<file path="config.mk">
export PLATFORM = sky130hd
export DESIGN_NAME = pulse_to_level_moore
export DESIGN_NICKNAME = d
export VERILOG_FILES = /design/src/rtl/pulse_to_level_moore.sv
export SDC_FILE = /design/constraint.sdc
export NUM_CORES = 1
export LEC_CHECK = 0
export ABC_AREA = 0
export CORE_UTILIZATION = 40
export CTS_CLUSTER_DIAMETER = 40
export CTS_CLUSTER_SIZE = 8
export DETAILED_ROUTE_END_ITERATION = 7
export PLACE_DENSITY_LB_ADDON = 0.2
export SLEW_MARGIN = 25
export SYNTH_ARGS = -nofsm -noshare
export SYNTH_HDL_FRONTEND = slang
export SYNTH_SLANG_ARGS = --single-unit
export TNS_END_PERCENT = 10
</file>
<file path="constraint.sdc">
create_clock -name clk -period 2.2 [get_ports clk]
set_input_delay 0.33 -clock clk [delete_from_list [all_inputs] [get_ports clk]]
set_output_delay 0.33 -clock clk [all_outputs]
set_load 0.01 [all_outputs]
</file>
<file path="src/rtl/pulse_to_level_moore.sv">
// pulse_to_level_moore
// Turns single-cycle tick events into clean level windows: WIDTH cycles high,
// then at least GAP cycles low. One tick arriving while busy is held in a
// one-deep pending slot; any further tick is dropped and reported on miss.
// With RETRIG=1 a tick during the high window restarts the window instead of
// being buffered.
module pulse_to_level_moore #(
   parameter int WIDTH  = 4,
   parameter int GAP    = 2,
   parameter int RETRIG = 0,
   parameter int CW     = 8
) (
   input  logic clk,
   input  logic reset,
   input  logic tick,
   output logic level,
   output logic busy,
   output logic miss
);

   typedef enum logic [1:0] {
      S_IDLE = 2'd0,
      S_HIGH = 2'd1,
      S_GAP  = 2'd2
   } state_t;

   localparam logic [CW-1:0] WLOAD = CW'(WIDTH - 1);
   localparam logic [CW-1:0] GLOAD = CW'(GAP - 1);

   state_t        state;
   logic [CW-1:0] cnt;
   logic          pend;

   // State machine; level/busy are registered from the next state so they
   // stay pure functions of the stored state, and miss marks a dropped tick.
   always_ff @(posedge clk or posedge reset) begin
      if (reset) begin
         state <= S_IDLE;
         cnt   <= '0;
         pend  <= 1'b0;
         level <= 1'b0;
         busy  <= 1'b0;
         miss  <= 1'b0;
      end else begin
         miss <= 1'b0;
         case (state)
            S_IDLE: begin
               if (tick) begin
                  state <= S_HIGH;
                  cnt   <= WLOAD;
                  level <= 1'b1;
                  busy  <= 1'b1;
               end else begin
                  level <= 1'b0;
                  busy  <= pend;
               end
            end

            S_HIGH: begin
               busy <= 1'b1;
               if ((RETRIG != 0) && tick) begin
                  // Reload takes priority over the window expiring.
                  cnt   <= WLOAD;
                  level <= 1'b1;
               end else begin
                  if (cnt == '0) begin
                     state <= S_GAP;
                     cnt   <= GLOAD;
                     level <= 1'b0;
                  end else begin
                     cnt   <= cnt - 1'b1;
                     level <= 1'b1;
                  end
                  if (tick) begin
                     if (!pend) pend <= 1'b1;
                     else       miss <= 1'b1;
                  end
               end
            end

            S_GAP: begin
               if (cnt != '0) begin
                  cnt   <= cnt - 1'b1;
                  level <= 1'b0;
                  busy  <= 1'b1;
                  if (tick) begin
                     if (!pend) pend <= 1'b1;
                     else       miss <= 1'b1;
                  end
               end else if (pend || tick) begin
                  // Consume one event; a second simultaneous one stays pending.
                  state <= S_HIGH;
                  cnt   <= WLOAD;
                  pend  <= pend & tick;
                  level <= 1'b1;
                  busy  <= 1'b1;
               end else begin
                  state <= S_IDLE;
                  level <= 1'b0;
                  busy  <= 1'b0;
               end
            end

            default: begin
               state <= S_IDLE;
               cnt   <= '0;
               pend  <= 1'b0;
               level <= 1'b0;
               busy  <= 1'b0;
            end
         endcase
      end
   end

endmodule

</file>
==> flow_metrics.py <==
metrics = {
    "synthesis": {
        "synth_top_area_share_pct": 38.3,
        "synth.ff_latch_count": 14,
        "synth_nets": 106,
        "synth_largest_area_cell": "dfrtp_1",
        "synthDistinctLibCells": 36,
        "syn-cell-area_um2": 915,
        "yosys_warnings": 0,
        "synth_area_leaders": "dfrtp_1, ha_1, a21oi_1",
        "synthesis.instances": 97,
        "syn_avg_cell_area_um2": 9.43,
        "synth.yosys.seq_area_share_pct": 38.3,
    },
    "sta": {
        "hold_violations": 0,
        "whs_ns": 0.397,
        "period_share_pct": 94.4,
        "finalSetupViolCount": 0,
        "skew_ns": 0.00681,
        "worst_pin_slew_ns": 0.567,
        "finalMaxSlewViolations": 0,
        "post-route-min-period_ns": 2.08,
        "rsz0062_at_grt": "yes",
        "fmax_mhz": 482,
        "maxSlewHeadroom_pct": 62.2,
    },
    "cts": {
        "htreeDepth": 1,
        "clockBufferDepth": 2,
        "cts_made_buffers": 3,
        "clock_sinks": 14,
        "insertion_delay_ns": 0.28,
        "hold_buffers": 0,
        "cts_tree": "done",
        "clkTransAtPathRegs_ns": 0.09,
        "cts-root-buf": "clkbuf_4",
    },
    "setup_path": {
        "startpoint_type": "flip-flop",
        "worstPathArrival_ns": 2.28,
        "crit_fanout": 6,
        "worstSetupEndpointType": "flip-flop",
        "timing_worst_setup_path_type": "reg -> reg",
        "critPathRequiredTime_ns": 2.40,
    },
    "cells_and_area": {
        "fillCellCount": 198,
        "final-seq-area_um2": 350,
        "multi_input_area_um2": 510,
        "drive_gt1_share_pct": 22.2,
        "final_cell_mix": "dfrtp_1, a21oi_1, inv_1, nor2_1, buf_4",
        "final_nets": 119,
        "final_common_cell": "dfrtp_1",
        "area_growth_pct": 14.8,
        "diodes": 0,
        "instances_no_fill": 135,
    },
    "outcome": {
        "status": "finished clean",
    },
    "power": {
        "p_leak_nw": 0.458,
        "p_per_area_mw_per_mm2": 1540,
        "ir_worst_vdd_mv": 0.803,
    },
    "routing": {
        "wl_per_cell_um": 14.6,
        "wl_um": 1970,
        "drc_errors": 0,
        "vias": 769,
        "drt_iter0_markers": 24,
        "ant_nets": 0,
        "vias_per_cell": 5.70,
        "dr.pass1.iters": 4,
    },
    "grt": {
        "grt.overflow.total": 0,
        "grt_pass1_wl_um": 3460,
        "grt_pass1_vias": 783,
        "antenna_found_initial": 0,
        "grt.total_usage_pct": 18.7,
        "grt_max_degree": 15,
    },
    "die": {
        "start_util_pct": 44.4,
        "dieHeight_um": 49.8,
        "io_pins": 6,
        "rows": 16,
        "coreArea_mm2": 0.00206,
        "dieWidth_um": 49.8,
        "die_area_mm2": 0.00248,
    },
    "placement": {
        "port_buffers": 5,
        "dp.cells": 132,
        "hpwlAfterDp_um": 1440,
        "gp_congestion": 0.890,
    },
    "min_path": {
        "hold_path_class": "in -> async",
    },
    "run": {
        "drv_cap": 0,
    },
}
==> synth_stat cells <==
library cell,count
o21ai_0,5
nor3_2,1
inv_1,8
dfrtp_1,14
o41ai_2,1
o21a_1,1
or4_2,1
or2_4,1
or4b_2,1
o31ai_4,1
a21boi_0,1
or3_1,1
o41ai_1,1
buf_2,1
xor2_1,1
mux2_2,1
nand2_1,6
and3_4,1
nand2b_1,1
ha_1,6
nor4_1,1
or3_2,2
a211oi_1,1
nor3_1,1
buf_6,2
o2111ai_1,1
a31oi_1,1
o32ai_1,1
or4_1,3
a21oi_1,12
clkbuf_2,1
or3b_2,2
o31ai_1,4
a21oi_2,1
nor2_1,8
nand3_1,2
==> area by class of cell <==
type	count	area share, %
inverter	8	2.86
timing repair buffer	12	9.77
sequential	14	33.4
multi-input combinational	71	48.6
clock buffer	3	2.15
tap	27	3.22
==> flip-flops by register name, summed over array words and instances (netlist names) <==
register,flops
level,1
state,2
miss,1
busy,1
cnt,8
pend,1
==> worst paths after layout <==
| kind | depth (start not counted) | startpoint | endpoint | slack [ns] |
|---|---|---|---|---|
| worst min-delay path | 2 | reset | cnt[1] | 0.40 |
| worst max register to register | 7 | state[0] | cnt[5] | 0.12 |
| worst min register to register | 2 | cnt[1] | cnt[1] | 0.54 |
| max in group asynchronous | 2 | reset | cnt[4] | 1.42 |
| min in group clk | 2 | cnt[1] | cnt[1] | 0.54 |
| worst max-delay path | 7 | state[0] | cnt[5] | 0.12 |
==> kinds of logic (layout without fill, tap and decap cells) <==
group,Yosys count,count (layout),synth area share (%)
flops,14,14,38.3
compound gates,31,31,23.7
fa+ha+maj,6,6,8.21
xor+xnor,1,1,0.958
buf+inv,12,23,6.84
mux,1,1,1.23
simple gates,32,32,20.8
==> routing by layer <==
layer | share of wire, % | GRT usage, % | up-vias
li1 | - | - | 381
met1 | 47 | 23.2 | 366
met2 | 47 | 30.0 | 16
met3 | 4.1 | 5.86 | 6
met4 | 1.9 | 7.62 | 0
met5 | 0 | 0 | -
==> worst max-delay path: stages (launching register included) <==
cell and delay (ns):
dfrtp_1 0.42, inv_1 0.10, ha_2 0.24, or3b_2 0.51, buf_4 0.17, o31ai_4 0.28, a21oi_2 0.13, a21oi_1 0.14
==> report_power, final <==
part | internal [W] | switching, W | total, W | leakage [nW]
combinational | 0.000434 | 0.000578 | 0.00101 | 0.264
clock | 0.0000635 | 0.0000818 | 0.000145 | 0.0138
sequential | 0.000375 | 0.0000884 | 0.000463 | 0.180
==> per-stage QoR <==
stage               utilization [%]  power, W  TNS, ns  setup slack [ns]  cell area, um^2
floorplan                         -   0.00125        0             0.273              915
global placement               49.4   0.00145        0             0.137             1020
detailed placement             49.4   0.00146        0             0.105             1020
CTS                            50.5   0.00161        0            0.0842             1040
global route                   50.9   0.00179  -0.0158           -0.0158             1050
finish                         50.9   0.00162        0             0.124             1050
==> repair_timing <==
item                       CTS  global route
buffers inserted             0             0
resized for setup            0             2
setup endpoints to repair    0             5
No activity file was read; power rests on OpenSTA's default activity.
